File: src/rtl/instr_control.sv
// Instruction FSM: captures an instruction word, then sequences register-file and ALU strobes.
// Optional trap: define ILLEGAL_TRAP_EN so that illegal instructions halt with err=1 until reset.
module instr_control (
    input  logic        clk,
    input  logic        reset,
    input  logic        s,
    input  logic [15:0] in,
    output logic        w,
    output logic [2:0]  readnum,
    output logic [2:0]  writenum,
    output logic        write,
    output logic        loada,
    output logic        loadb,
    output logic        loadc,
    output logic        loads,
    output logic [1:0]  vsel,
    output logic        asel,
    output logic        bsel,
    output logic [1:0]  shift,
    output logic [1:0]  ALUop,
    output logic [15:0] sximm8,
    output logic [15:0] sximm5,
    output logic        err
);

    typedef enum logic [2:0] {
        S_WAIT, S_DECODE, S_WRITE_IMM, S_GET_A, S_GET_B, S_ALU, S_WRITE_REG, S_HALT
    } state_t;

    state_t      state_q, state_d;
    logic [15:0] ir_q, ir_d;

    logic        w_q, w_d;
    logic [2:0]  readnum_q, readnum_d;
    logic [2:0]  writenum_q, writenum_d;
    logic        write_q, write_d;
    logic        loada_q, loada_d;
    logic        loadb_q, loadb_d;
    logic        loadc_q, loadc_d;
    logic        loads_q, loads_d;
    logic [1:0]  vsel_q, vsel_d;
    logic        asel_q, asel_d;
    logic        bsel_q, bsel_d;
    logic [1:0]  shift_q, shift_d;
    logic [1:0]  alu_op_q, alu_op_d;
    logic        err_q, err_d;

    logic [2:0] opcode;
    logic [1:0] op;
    logic [2:0] rn, rd, rm;
    logic [1:0] sh;
    logic       is_mov_imm, is_mov_reg, is_alu, is_mvn, is_cmp;

    assign opcode     = ir_q[15:13];
    assign op         = ir_q[12:11];
    assign rn         = ir_q[10:8];
    assign rd         = ir_q[7:5];
    assign sh         = ir_q[4:3];
    assign rm         = ir_q[2:0];
    assign is_mov_imm = (opcode == 3'b110) && (op == 2'b10);
    assign is_mov_reg = (opcode == 3'b110) && (op == 2'b00);
    assign is_alu     = (opcode == 3'b101);
    assign is_mvn     = is_alu && (op == 2'b11);
    assign is_cmp     = is_alu && (op == 2'b01);

    // Next state and IR capture
    always_comb begin
        state_d = state_q;
        ir_d    = ir_q;
        case (state_q)
            S_WAIT: begin
                if (s) begin
                    ir_d    = in;
                    state_d = S_DECODE;
                end
            end
            S_DECODE: begin
                if (is_mov_imm)
                    state_d = S_WRITE_IMM;
                else if (is_mov_reg || is_mvn)
                    state_d = S_GET_B;
                else if (is_alu)
                    state_d = S_GET_A;
                else
`ifdef ILLEGAL_TRAP_EN
                    state_d = S_HALT;
`else
                    state_d = S_WAIT;
`endif
            end
            S_WRITE_IMM: state_d = S_WAIT;
            S_GET_A:     state_d = S_GET_B;
            S_GET_B:     state_d = S_ALU;
            S_ALU:       state_d = is_cmp ? S_WAIT : S_WRITE_REG;
            S_WRITE_REG: state_d = S_WAIT;
            S_HALT:
`ifdef ILLEGAL_TRAP_EN
                state_d = S_HALT;
`else
                state_d = S_WAIT;
`endif
            default:     state_d = S_WAIT;
        endcase
    end

    // Outputs are decoded from the upcoming state so the registered copies line up
    // with the state they describe. Only DECODE entry rewrites IR, and DECODE uses no fields.
    always_comb begin
        w_d        = 1'b0;
        readnum_d  = 3'd0;
        writenum_d = 3'd0;
        write_d    = 1'b0;
        loada_d    = 1'b0;
        loadb_d    = 1'b0;
        loadc_d    = 1'b0;
        loads_d    = 1'b0;
        vsel_d     = 2'b00;
        asel_d     = 1'b0;
        bsel_d     = 1'b0;
        shift_d    = 2'b00;
        alu_op_d   = 2'b00;
        err_d      = 1'b0;
        case (state_d)
            S_WAIT: w_d = 1'b1;
            S_WRITE_IMM: begin
                writenum_d = rn;
                vsel_d     = 2'b10;
                write_d    = 1'b1;
            end
            S_GET_A: begin
                readnum_d = rn;
                loada_d   = 1'b1;
            end
            S_GET_B: begin
                readnum_d = rm;
                loadb_d   = 1'b1;
            end
            S_ALU: begin
                shift_d  = sh;
                asel_d   = is_mov_reg || is_mvn;
                alu_op_d = is_mov_reg ? 2'b00 : op;
                loads_d  = is_cmp;
                loadc_d  = !is_cmp;
            end
            S_WRITE_REG: begin
                writenum_d = rd;
                vsel_d     = 2'b00;
                write_d    = 1'b1;
            end
            S_HALT: begin
`ifdef ILLEGAL_TRAP_EN
                err_d = 1'b1;
`else
                err_d = 1'b0;
`endif
            end
            default: ;
        endcase
    end

    always_ff @(posedge clk) begin
        if (reset) begin
            state_q    <= S_WAIT;
            ir_q       <= 16'd0;
            w_q        <= 1'b1;
            readnum_q  <= 3'd0;
            writenum_q <= 3'd0;
            write_q    <= 1'b0;
            loada_q    <= 1'b0;
            loadb_q    <= 1'b0;
            loadc_q    <= 1'b0;
            loads_q    <= 1'b0;
            vsel_q     <= 2'b00;
            asel_q     <= 1'b0;
            bsel_q     <= 1'b0;
            shift_q    <= 2'b00;
            alu_op_q   <= 2'b00;
            err_q      <= 1'b0;
        end else begin
            state_q    <= state_d;
            ir_q       <= ir_d;
            w_q        <= w_d;
            readnum_q  <= readnum_d;
            writenum_q <= writenum_d;
            write_q    <= write_d;
            loada_q    <= loada_d;
            loadb_q    <= loadb_d;
            loadc_q    <= loadc_d;
            loads_q    <= loads_d;
            vsel_q     <= vsel_d;
            asel_q     <= asel_d;
            bsel_q     <= bsel_d;
            shift_q    <= shift_d;
            alu_op_q   <= alu_op_d;
            err_q      <= err_d;
        end
    end

    assign w        = w_q;
    assign readnum  = readnum_q;
    assign writenum = writenum_q;
    assign write    = write_q;
    assign loada    = loada_q;
    assign loadb    = loadb_q;
    assign loadc    = loadc_q;
    assign loads    = loads_q;
    assign vsel     = vsel_q;
    assign asel     = asel_q;
    assign bsel     = bsel_q;
    assign shift    = shift_q;
    assign ALUop    = alu_op_q;
    assign err      = err_q;
    assign sximm8   = {{8{ir_q[7]}}, ir_q[7:0]};
    assign sximm5   = {{11{ir_q[4]}}, ir_q[4:0]};

endmodule

File: config.mk
export PLATFORM = sky130hd
export DESIGN_NAME = instr_control
export DESIGN_NICKNAME = d
export VERILOG_FILES = /design/src/rtl/instr_control.sv
export SDC_FILE = /design/constraint.sdc
export NUM_CORES = 1
export LEC_CHECK = 0
export BUFFER_PORTS_ARGS = -buffer_cell sky130_fd_sc_hd__buf_2
export CORE_MARGIN = 4
export CORE_UTILIZATION = 23
export DETAILED_ROUTE_END_ITERATION = 16
export GPL_ROUTABILITY_DRIVEN = 0
export GPL_TIMING_DRIVEN = 0
export PLACE_DENSITY_LB_ADDON = 0.12
export SYNTH_ARGS = -nofsm -noshare
export SYNTH_HDL_FRONTEND = slang
export SYNTH_SLANG_ARGS = --single-unit
File: constraint.sdc
create_clock -name clk -period 2 [get_ports clk]
set_clock_uncertainty 0.1 [all_clocks]
set_input_delay 0.5 -clock clk [delete_from_list [all_inputs] [get_ports clk]]
set_output_delay 0.5 -clock clk [all_outputs]
set_load 0.05 [all_outputs]
==> summary.md <==
| Metric | Value |
|---|---|
| Clock network power share | `32.8%` |
| Syn. warnings | `0` |
| Data arrival, critical path | `2.01 ns` |
| Fillers | `roughly 800` |
| Startpoint Class | `flop` |
| Drt pass-1 iters | `4` |
| Worst EP required | `2.11 ns` |
| DPL Wire Length | `3440 µm` |
| Die X | `95.5 µm` |
| Max-cap viol count | `0` |
| CP cell instances | `or3b_4 > or3_4 > and2_1 > buf_6 > nor4b_2` |
| Final Max Tran Viols | `0` |
| Pre-CTS WS | `-0.126 ns` |
| First-pass GRT wire length | `7450 µm` |
| Core Area | `7330 µm²` |
| Clock buffer count from CTS | `5` |
| Vias in the first global route | `1537` |
| Register area share after synthesis | `between 40% and 50%` |
| WP buf/inv | `1` |
| Max Fclk | `528 MHz` |
| # rows | `31` |
| IO Count | `72` |
| Flop pwr share | `~47%` |
| Placed cell areas | `2230 µm²` |
| # hold bufs at CTS | `0` |
| Via Count | `about 1500` |
| Total Wirelength | `4590 µm` |
| Slowest stage delay, CP | `0.42 ns` |
| Commonest cells in the netlist | `dfxtp_1, nand2_1, buf_4` |
| Power Internal | `1160 µW` |
| Slew margin rel. | `approximately three fifths` |
| CP top delay family | `simple AND/OR/NAND/NOR gates` |
| Seq cells post-synth | `37` |
| Clock latency on the worst-skew pair | `just under 0.3 ns` |
| Layout area overhead | `34.7%` |
| Setup ws final | `~0.10 ns` |
| Final instance area | `roughly 2400 µm²` |
| Nets | `294` |
| CP max FO | `8` |
| Total gr overflow | `0` |
| DRC | `0` |
| Largest net degree at the start of global routing | `16` |
| Final worst-path cycle share | `a little over nine tenths` |
| Static leakage | `0.00115 µW` |
| Slew of the pin with the lowest slew margin | `0.594 ns` |
| H-tree depth | `2` |
| I/O Buffers | `68` |
| Final Core Density | `roughly 32%` |
| Initial Util | `24.0%` |
| Peak supply drop | `0.000260 V` |
| CTS sink count | `37` |
| Number of distinct library cells after synthesis | `40` |
| DIE AREA | `around 9100 µm²` |
| Worst Hold Class | `in2reg` |
| CTS tree | `yes` |
| Initial DRC Count | `46` |
| Height of the die | `95.5 µm` |
| Longest Clk Path Bufs | `2` |
| Setup TNS | `0 ns` |
| Tot GR Track Use | `10.5%` |
| Final setup fails | `0` |
| Wirelength per Cell | `12.2 µm` |
| Initial antenna violation count | `0` |
| Diodes inserted | `0` |
| Combinational power share | `around a fifth` |
| CP max-delay cell | `or3b_4` |
| Final Hold Fails | `0` |
| Routed vias/inst | `4.13` |
| Critical path class | `reg2reg` |
| Share of layout cells above drive strength 1 | `51.1%` |
| Synthesized area per cell | `around 8.9 µm²` |
| Mapped Cells | `just under 200` |
| NetSw | `~540 µW` |
| Ys flop type | `dfxtp_1` |
| Reg clk slew, reported paths | `0.08 ns` |
| Cell taking the most area after synthesis | `dfxtp_1` |
| Unrepaired setup endpoints after global routing | `yes` |
| Crit end category | `flop` |
| Synth top area cells | `dfxtp_1, buf_4, nand2_1` |
| P per Cell Area | `717 nW/µm²` |
| Status | `complete, no violations` |
| Share of the synthesized area in the top cell type | `42.1%` |
| Sw Ratio | `31.9%` |
| Post-Synthesis Cell Area | `1760 µm²` |
| Clock Tree Root | `clkbuf_8` |
| Post-route ant nets | `0` |
| Post-route minimum period | `between 1.5 and 2 ns` |
| Post-synth EDFFs | `0` |
| FFs w/ async S/R, synth | `0%` |
-- routing by layer --
metal	track usage (%)	up-vias	routed length (µm)
met1	13.0	704	2010
met3	3.39	5	307
li1	-	797	-
met5	0	-	0
met2	17.3	42	2210
met4	3.55	0	68
-- per-stage QoR --
| stage | instances | power, µW | hold WS [ns] |
|---|---|---|---|
| 6_report | 375 | 1700 | 0.331 |
| 5_1_grt | 375 | 1780 | 0.331 |
| 4_1_cts | 374 | 1720 | 0.331 |
| 3_5_place_dp | 366 | 1160 | 0.370 |
| 3_3_place_gp | 366 | 1160 | 0.365 |
| 2_1_floorplan | 199 | 1080 | 0.347 |
-- state kept, by name, summed over array words and instances (netlist names), 2 cells and up --
register and count:
ALUop 2, state_q 3, writenum 3, shift 2, readnum 3, ir_q 16
-- area by class of cell --
cell class / count / area [µm²] / share of cell area [%]
buffer: 45 / 317 / 13.4
clock buffer: 6 / 82.6 / 3.48
clock inverter: 2 / 13.8 / 0.580
inverter: 3 / 11.3 / 0.475
multi-input combinational: 114 / 727 / 30.7
sequential: 37 / 748 / 31.6
tap: 99 / 124 / 5.22
timing repair buffer: 69 / 348 / 14.7
-- timing repair --
| item | in CTS | in global routing |
|---|---|---|
| endpoints found under the setup margin | 2 | 32 |
| setup buffers | 0 | 1 |
| resized for setup | 3 | 13 |
| pin swaps | 0 | 1 |
-- power by group through the flow --
| stage | clock network (µW) | registers, µW | logic [µW] |
|---|---|---|---|
| after global placement | 0 | 807 | 351 |
| after CTS | 573 | 789 | 353 |
| after global routing | 609 | 796 | 377 |
| after detailed placement | 0 | 807 | 352 |
| after floorplan | 0 | 802 | 277 |
| final | 558 | 790 | 352 |
-- cells in the final DEF (no fill, tap or decap), drive strengths merged, types with 2 or more instances in the layout --
cell type / instances
nand2b: 3
and3: 2
nor3: 2
dfxtp: 37
clkinv: 2
nand2: 37
clkbuf: 12
and2: 2
or2: 3
nor4: 2
inv: 3
o31ai: 3
o2111ai: 6
nor4b: 6
mux2i: 3
nand3: 4
a21oi: 18
buf: 108
or3b: 2
nor2: 2
o21ai: 3
conb: 3
-- cell families (layout without fill, tap and decap cells) --
group | Yosys count | after routing | synth area share (%)
buffers and inverters | 48 | 125 | 18.4
flip-flops | 37 | 37 | 42.1
multiplexers | 3 | 3 | 1.71
AO/OA/AOI/OAI | 37 | 37 | 13.8
AND/OR/NAND/NOR | 71 | 71 | 23.8
other | 1 | 3 | 0.213
-- worst paths after layout --
| kind | start | end | slack [ns] | cells after the start |
|---|---|---|---|---|
| worst max-delay path | state_q[0] | ALUop[1] | 0.10 | 5 |
| worst min-delay path | in[4] | ir_q[4] | 0.33 | 3 |
| worst max register to register | state_q[0] | ALUop[1] | 0.10 | 5 |
| worst min register to register | ir_q[9] | readnum[1] | 0.38 | 2 |
-- worst reg2reg max path: cells and delay by family, from the launching register on --
family	cells	cell delay, ns
buffers and inverters	1	0.14
and+or+nand+nor	4	1.22
DFF	1	0.37
(Power assumes the default switching activity.)
